### src/rtl/alu_seq.sv
// Handshaked multi-cycle ALU: 16-function encoding, iterative one-bit-per-cycle shifts,
// registered result with per-result overflow and a sticky overflow status.
module alu_seq #(
  parameter int DATA_WIDTH  = 16,
  parameter int SHAMT_WIDTH = $clog2(DATA_WIDTH)
) (
  input  logic                  clk,
  input  logic                  reset_n,
  input  logic                  in_valid,
  output logic                  in_ready,
  input  logic [3:0]            func_code,
  input  logic [DATA_WIDTH-1:0] a,
  input  logic [DATA_WIDTH-1:0] b,
  output logic                  out_valid,
  input  logic                  out_ready,
  output logic [DATA_WIDTH-1:0] result,
  output logic                  overflow,
  output logic                  ovf_sticky,
  input  logic                  clr_ovf,
  output logic                  busy
);

  localparam int MSB = DATA_WIDTH - 1;

  localparam logic [3:0] F_ADD  = 4'b0000;
  localparam logic [3:0] F_SUB  = 4'b0001;
  localparam logic [3:0] F_PASS = 4'b0010;
  localparam logic [3:0] F_NOT  = 4'b0011;
  localparam logic [3:0] F_AND  = 4'b0100;
  localparam logic [3:0] F_OR   = 4'b0101;
  localparam logic [3:0] F_NAND = 4'b0110;
  localparam logic [3:0] F_NOR  = 4'b0111;
  localparam logic [3:0] F_XOR  = 4'b1000;
  localparam logic [3:0] F_XNOR = 4'b1001;
  localparam logic [3:0] F_LSL  = 4'b1010;
  localparam logic [3:0] F_LSR  = 4'b1011;
  localparam logic [3:0] F_ASL  = 4'b1100;
  localparam logic [3:0] F_ASR  = 4'b1101;
  localparam logic [3:0] F_NEG  = 4'b1110;
  localparam logic [3:0] F_ZERO = 4'b1111;

  typedef enum logic [1:0] {IDLE, SHIFT, DONE} state_t;

  state_t                  state_q, state_d;
  logic [DATA_WIDTH-1:0]   sum, diff, alu_result;
  logic                    alu_ovf;
  logic [DATA_WIDTH-1:0]   work_q, work_next, result_q;
  logic [SHAMT_WIDTH-1:0]  cnt_q, shamt;
  logic                    shift_right_q, shift_arith_q;
  logic                    overflow_q, sticky_q;
  logic                    accept, consume, is_shift, start_shift, shift_last;

  assign shamt       = b[SHAMT_WIDTH-1:0];
  assign is_shift    = (func_code == F_LSL) || (func_code == F_LSR) ||
                       (func_code == F_ASL) || (func_code == F_ASR);
  assign start_shift = is_shift && (shamt != '0);

  assign in_ready   = (state_q == IDLE) || ((state_q == DONE) && out_ready);
  assign out_valid  = (state_q == DONE);
  assign busy       = (state_q == SHIFT);
  assign accept     = in_valid && in_ready;
  assign consume    = out_valid && out_ready;
  assign shift_last = (state_q == SHIFT) && (cnt_q == SHAMT_WIDTH'(1));

  assign result     = result_q;
  assign overflow   = overflow_q;
  assign ovf_sticky = sticky_q;

  assign sum  = a + b;
  assign diff = a - b;

  // Right shifts fill with the old MSB only for the arithmetic variant.
  assign work_next = shift_right_q ? {shift_arith_q & work_q[MSB], work_q[MSB:1]}
                                   : {work_q[MSB-1:0], 1'b0};

  // Single-cycle functions; shift codes land here only with a zero amount, giving A.
  always_comb begin
    // NOTE: every combinational output gets a default first so no path leaves it unassigned (no latch).
    alu_result = '0;
    alu_ovf    = 1'b0;
    case (func_code)
      F_ADD: begin
        alu_result = sum;
        alu_ovf    = (a[MSB] == b[MSB]) && (sum[MSB] != a[MSB]);
      end
      F_SUB: begin
        alu_result = diff;
        alu_ovf    = (a[MSB] != b[MSB]) && (diff[MSB] != a[MSB]);
      end
      F_PASS: alu_result = a;
      F_NOT:  alu_result = ~a;
      F_AND:  alu_result = a & b;
      F_OR:   alu_result = a | b;
      F_NAND: alu_result = ~(a & b);
      F_NOR:  alu_result = ~(a | b);
      F_XOR:  alu_result = a ^ b;
      F_XNOR: alu_result = ~(a ^ b);
      F_LSL, F_LSR, F_ASL, F_ASR: alu_result = a;
      F_NEG:  alu_result = ~a + 1'b1;
      F_ZERO: alu_result = '0;
      default: alu_result = '0;
    endcase
  end

  always_comb begin
    state_d = state_q;
    case (state_q)
      IDLE, DONE: begin
        if (accept)       state_d = start_shift ? SHIFT : DONE;
        else if (consume) state_d = IDLE;
      end
      SHIFT:   if (shift_last) state_d = DONE;
      default: state_d = IDLE;
    endcase
  end

  always_ff @(posedge clk or negedge reset_n) begin
    if (!reset_n) state_q <= IDLE;
    // NOTE: sequential state uses non-blocking assignments so every register samples pre-edge values.
    else          state_q <= state_d;
  end

  always_ff @(posedge clk or negedge reset_n) begin
    if (!reset_n) begin
      work_q        <= '0;
      cnt_q         <= '0;
      shift_right_q <= 1'b0;
      shift_arith_q <= 1'b0;
      result_q      <= '0;
      overflow_q    <= 1'b0;
    end else if (accept) begin
      if (start_shift) begin
        work_q        <= a;
        cnt_q         <= shamt;
        shift_right_q <= func_code[0];
        shift_arith_q <= (func_code == F_ASR);
        overflow_q    <= 1'b0;
      end else begin
        result_q   <= alu_result;
        overflow_q <= alu_ovf;
      end
    end else if (state_q == SHIFT) begin
      work_q <= work_next;
      cnt_q  <= cnt_q - SHAMT_WIDTH'(1);
      if (shift_last) begin
        result_q   <= work_next;
        overflow_q <= 1'b0;
      end
    end
  end

  // A set on the consume edge takes priority over a simultaneous clear.
  always_ff @(posedge clk or negedge reset_n) begin
    if (!reset_n)                  sticky_q <= 1'b0;
    else if (consume && overflow_q) sticky_q <= 1'b1;
    else if (clr_ovf)              sticky_q <= 1'b0;
  end

endmodule

### config.mk
export PLATFORM = sky130hd
export DESIGN_NAME = alu_seq
export DESIGN_NICKNAME = d
export VERILOG_FILES = /design/src/rtl/alu_seq.sv
export SDC_FILE = /design/constraint.sdc
export NUM_CORES = 1
export LEC_CHECK = 0
export CORE_UTILIZATION = 30
export CTS_BUF_LIST = sky130_fd_sc_hd__clkbuf_8
export DETAILED_ROUTE_END_ITERATION = 10
export GPL_TIMING_DRIVEN = 0
export PLACE_DENSITY = 0.59
export SYNTH_ARGS = -nofsm -noshare
export SYNTH_HDL_FRONTEND = slang
export SYNTH_SLANG_ARGS = --single-unit
export TNS_END_PERCENT = 10
### constraint.sdc
create_clock -name clk -period 3.1 [get_ports clk]
set_input_delay 0.465 -clock clk [delete_from_list [all_inputs] [get_ports clk]]
set_output_delay 0.465 -clock clk [all_outputs]
set_load 0.05 [all_outputs]
Yosys cells after proc, flatten, opt, wreduce, memory -nomap -nowiden
Index checks and enable logic that the tools add are counted.
{"block": "word_totals", "reg_bits": 42, "inputBits": 41, "output_inout_bits": 21}
{"block": "classes", "n_addsub": 4, "n_eq_ne": 26, "muxes": 24, "n_bitwise": 8, "reduce_logical": 24}
{"cell": "16-bit one-hot mux with 12 select lines", "count": 1}
{"cell": "16-bit 2-to-1 mux", "count": 8}
{"cell": "16-bit NOT", "count": 4}
{"cell": "4-bit equality test, second input constant", "count": 8}
{"cell": "16-bit by 1-bit adder with 16-bit output, second input constant", "count": 1}
{"cell": "16-bit adder", "count": 1}
{"cell": "16-bit AND", "count": 1}
{"cell": "4-bit by 3-bit equality test with 1-bit output, second input constant", "count": 4}
{"cell": "16-bit OR", "count": 1}
{"cell": "16-bit subtractor", "count": 1}
{"cell": "16-bit bitwise XOR", "count": 1}
{"cell": "4-bit 2-to-1 mux", "count": 3}
{"cell": "4-bit by 1-bit equality test with 1-bit output, second input constant", "count": 2}
{"cell": "4-bit by 2-bit equality test with 1-bit output, second input constant", "count": 2}
{"cell": "2-bit 2-to-1 mux", "count": 4}
{"cell": "2-bit AND reduction", "count": 4}
{"cell": "1-bit logical AND", "count": 7}
{"cell": "1-bit 2-to-1 mux", "count": 6}
{"cell": "2-bit nonzero test", "count": 3}
{"cell": "5-bit OR reduction", "count": 1}
{"cell": "4-bit logical NOT", "count": 1}
{"cell": "1-bit logical OR", "count": 4}
{"cell": "2-bit by 1-bit != test with 1-bit output, second input constant", "count": 2}
{"cell": "2-bit one-hot mux with 2 select lines", "count": 1}
{"cell": "13 further kinds", "count": 15}

Depth between registers and ports, before layout
{"block": "logic_depth", "word_depth": 8, "depth_mapped": 11, "ltp_nobuf": 10}

Least setup slack after synthesis
OpenSTA, ideal clock, no wires.
{"block": "synth_path", "path_kind": "input-to-reg", "start": "in a[5]", "end": "reg result_q[8] (netlist: result[8])", "setup_time_ps": 130, "arrival_time_ps": 2297, "required_time_ps": 2970, "path_slack_ps": 673, "path_stages": 9, "path_cell_list": "bufbuf_16 -> inv_1 -> ha_1 -> buf_2 -> nor4b_2 -> o31a_1 -> xnor2_1 -> a2111oi_2 -> a21oi_1"}
{"block": "synth_between", "elab_chain_cells": 5, "elab_cells_between_ends": 7, "cone_classes": "add/sub: 3; mux: 3; bitwise: 1"}
{"element": "start: declaration", "line_no": "12", "rtl": "input logic [DATA_WIDTH-1:0] a,"}
{"element": "16-bit NOT", "line_no": "99", "rtl": "F_NEG: alu_result = ~a + 1'b1;"}
{"element": "16-bit by 1-bit adder with 16-bit output", "line_no": "99"}
{"element": "16-bit one-hot mux with 12 select lines *", "line_no": "81", "rtl": "case (func_code)"}
{"element": "16-bit 2-to-1 mux *", "line_no": "132", "rtl": "if (start_shift) begin"}
{"element": "16-bit 2-to-1 mux *", "line_no": "131", "rtl": "end else if (accept) begin"}
{"element": "end signal: assignment", "line_no": "139", "rtl": "result_q <= alu_result;"}
{"element": "end signal: assignment", "line_no": "146", "rtl": "result_q <= work_next;"}
{"element": "end: declaration", "line_no": "47", "rtl": "logic [DATA_WIDTH-1:0] work_q, work_next, result_q;"}
Every way passes the cells marked *; elsewhere a longest branch is shown, timed or not. The select of a mux whose other input is x is not followed.
A chain may end at the register's enable or synchronous reset.

Final worst setup path
{"block": "layout_path", "start": "in a[8]", "end": "reg overflow_q (netlist: overflow)"}
{"block": "layout_between", "elab_chain_cells": 6, "elab_cells_between_ends": 9, "cone_classes": "add/sub: 2; eq/ne: 2; mux: 3; reduce/logical: 2"}
{"element": "16-bit subtractor or 16-bit adder (tied branches)", "line_no": "70, 69"}
{"element": "1-bit != test, on equally long branches", "line_no": "88, 84"}
{"element": "1-bit logical AND, on equally long branches", "line_no": "88, 84"}
{"element": "1-bit one-hot mux with 2 select lines *", "line_no": "81"}
{"element": "1-bit 2-to-1 mux *", "line_no": "132"}
{"element": "1-bit 2-to-1 mux *", "line_no": "131"}
{"element": "end signal: assignment", "line_no": "140", "rtl": "overflow_q <= alu_ovf;"}
{"element": "end: declaration", "line_no": "50", "rtl": "logic overflow_q, sticky_q;"}
Every way passes the cells marked *; elsewhere a longest branch is shown, timed or not.

==> key figures <==
Critical path
  – Critical path fanouts, max: 9
  – CP required: between 3 and 4 ns
  – CP arrival: between 3 and 4 ns
  – Crit path launch type: input port
  – Crit Path Class: in2reg
  – CP endpoint kind: register

GRT
  – First-pass GRT wire length: 37320 µm
  – GRT Util Overall: 0.2387
  – Vias in the first global route: just over 6000
  – Initial antenna violation count: 0
  – Largest net degree at the start of global routing: 33
  – Grt ovf: 0

Job
  – Max Cap Viol: 0

Logic synthesis
  – Yosys cell types: 97
  – Syn_nets: between 800 and 900
  – Mapped cell area: just over 6000 µm²
  – EDFF count, synth: 0
  – FFs w/ async S/R, synth: 1.000
  – Mapped Cells: 790
  – Seq/Total Area, Yosys: 0.1732
  – Synth warn: 0
  – Main synth FF type: dfrtp_1
  – Syn Area/Cell: between 7 and 8 µm²
  – Flops & latches, synth: between 40 and 50

STA
  – Post-layout min period: approximately 3.1 ns
  – Setup TNS: -0.02259 ns
  – Rel. slew slack: 0.2299
  – Final worst clock skew: approximately 0.0035 ns
  – Final Cycle Share: 1.007
  – Hold Fails Final Rpt: 0
  – Final worst slack: -0.02259 ns
  – Max Slew Vio Count: 0
  – Endpoints failing setup: 1
  – Hold WS: approximately 0.019 ns
  – RSZ-0062 raised after global routing: true
  – Worst-Margin Slew: between 1 and 1.5 ns
  – F_max: approximately 320 MHz

Layout
  – Most frequent cells in the layout: a21oi_1, o21ai_0, nor2_1
  – Layout area overhead: 19.26%
  – Commonest non-fill, non-tap cell in the layout: a21oi_1
  – Ant. Diodes: 0
  – Non-filler cells, final: 1126
  – Nets: between 900 and 1000
  – Share of post-route cells with drive strength above 1: 0.1138

Clocking
  – CTS Buf Count: 5
  – Clock transition at the registers of the reported paths: roughly 0.080 ns
  – Hold_buf cts: 0
  – Clk_lat worst skew: slightly above 0.3 ns
  – CTS sink count: 42
  – TritonCTS clock tree: done
  – Clock root cell: clkbuf_8
  – H-tree depth: 2
  – Maximum clock insertion buffer count: 2

Power and ir drop
  – Pwr Total: between 0.003 and 0.004 W
  – Lkg Pwr: approximately 3 nW
  – Pwr/cell area: ~520 nW/µm²
  – Worst VDD drop: approximately 0.00023 V

Die
  – Site row count: 51
  – Top-level I/O count: 62
  – Full die area: roughly 21000 µm²
  – Width of the die: 144.2 µm
  – Starting density of the core: 0.3087
  – Die H: approximately 140 µm
  – Core ar.: between 15000 and 20000 µm²

Outcome
  – Status: finished with violations
  – Failing checks: negative setup slack

Route
  – Routed len/inst: between 20 and 25 µm
  – Metal3 WL: around 2800 µm
  – Final WL: about 25000 µm
  – Residual DRC: 0
  – Top sig layer: met4
  – Initial DRC Count: between 800 and 900
  – First drt pass iteration count: 6
  – DR vias: ~6600
  – Met1 WL: 10730 µm
  – Antenna Nets Post-Route: 0
  – Via/cell ratio: slightly below 6
  – Routed wl met2: 10660 µm

Worst hold path
  – Min-delay worst type: in2async

Placed design
  – Buffers added on ports: 60
  – Placed cell count: approximately 1100
  – RePlAce Congestion: 1.014
  – DPL Wire Length: ~19000 µm
[worst max-delay path, cell delays in order]
cell and delay, ns:
clkdlybuf4s15_1 0.52, inv_1 0.20, ha_1 0.40, or4_1 0.58, a211oi_2 0.38, or3_1 0.24
a31oi_4 0.14, xnor2_1 0.17, a31o_1 0.21
[power by group]
group          total (W)  internal, W  switching (W)
combinational    0.00244     0.000879        0.00156
clock           0.000349     0.000151       0.000198
sequential      0.000975     0.000791       0.000184
[final timing paths]
| check | start | endpoint | slack (ns) | cells after the start |
|---|---|---|---|---|
| setup / recovery | a[8] | overflow | -0.02 | 9 |
| hold / removal | reset_n | cnt_q[1] | 0.02 | 1 |
| setup reg to reg | state_q[1] | result[9] | 0.43 | 8 |
| hold reg to reg | result[0] | result[0] | 0.50 | 2 |
| max in group asynchronous | reset_n | work_q[10] | 2.62 | 2 |
| min in group clk | result[0] | result[0] | 0.50 | 2 |
[what timing repair did]
item,in CTS,in global routing
pin swaps,1,2
buffers inserted,2,1
resized for setup,20,26
setup endpoints to repair,11,8
[stage by stage]
step | setup slack (ns) | instance area, µm² | util
2_1_floorplan | 0.6731 | 6067 | -
5_1_grt | -0.01830 | 7236 | 0.3682
3_5_place_dp | -0.7713 | 7014 | 0.3569
4_1_cts | -0.0008122 | 7151 | 0.3638
3_3_place_gp | -0.8458 | 6999 | 0.3561
6_report | -0.02259 | 7236 | 0.3682
[cell usage after synthesis (7+ instances only)]
cell      number  area, µm²
xor2_1         8      70.07
nor2_1        56      210.2
clkbuf_1      20      75.07
buf_2         24      120.1
nor3_1        19      95.09
a22oi_1       11      82.58
o22ai_1       23      143.9
a31oi_1       11      68.82
nand2b_1      19      118.9
mux2i_1       24      240.2
nand2_1       50      187.7
dfrtp_1       42       1051
a21oi_1       77      385.4
o31ai_1        7      52.55
ha_1          50      625.6
nand3_1       17      85.08
inv_1         52      195.2
o211ai_1      10      75.07
o21ai_0       56      280.3
xnor2_1       24      210.2
a211oi_1      14      105.1
nor2b_1       16      100.1
[kinds of logic after synthesis]
logic type / share of synthesized area
buffers and inverters: 0.09342
AND/OR/NAND/NOR: 0.2108
XOR/XNOR: 0.04620
flip-flops: 0.1732
adder cells (fa/ha/maj): 0.1097
multiplexers: 0.04145
AO/OA/AOI/OAI: 0.3252
[flip-flops by register name (all words and copies together) (netlist names)]
register,flops
result,16
cnt_q,4
work_q,16
ovf_sticky,1
shift_arith_q,1
state_q,2
overflow,1
shift_right_q,1
[layout make-up]
| class | instances | area (µm²) |
|---|---|---|
| clock inverters | 2 | 10.01 |
| flip-flops and latches | 42 | 1051 |
| inverters | 52 | 195.2 |
| multi-input cells | 636 | 4557 |
| clock buffers | 5 | 68.82 |
| fillers | 2127 | 12420 |
| plain buffers | 60 | 387.9 |
| well taps | 265 | 331.6 |
| repair buffers | 64 | 634.4 |
[layer usage]
metal	track usage	up-vias
li1	-	3067
met1	0.3300	3080
met2	0.3707	407
met3	0.04801	65
met4	0.07258	0
met5	0	-
Power figures use the tool's default switching activity.
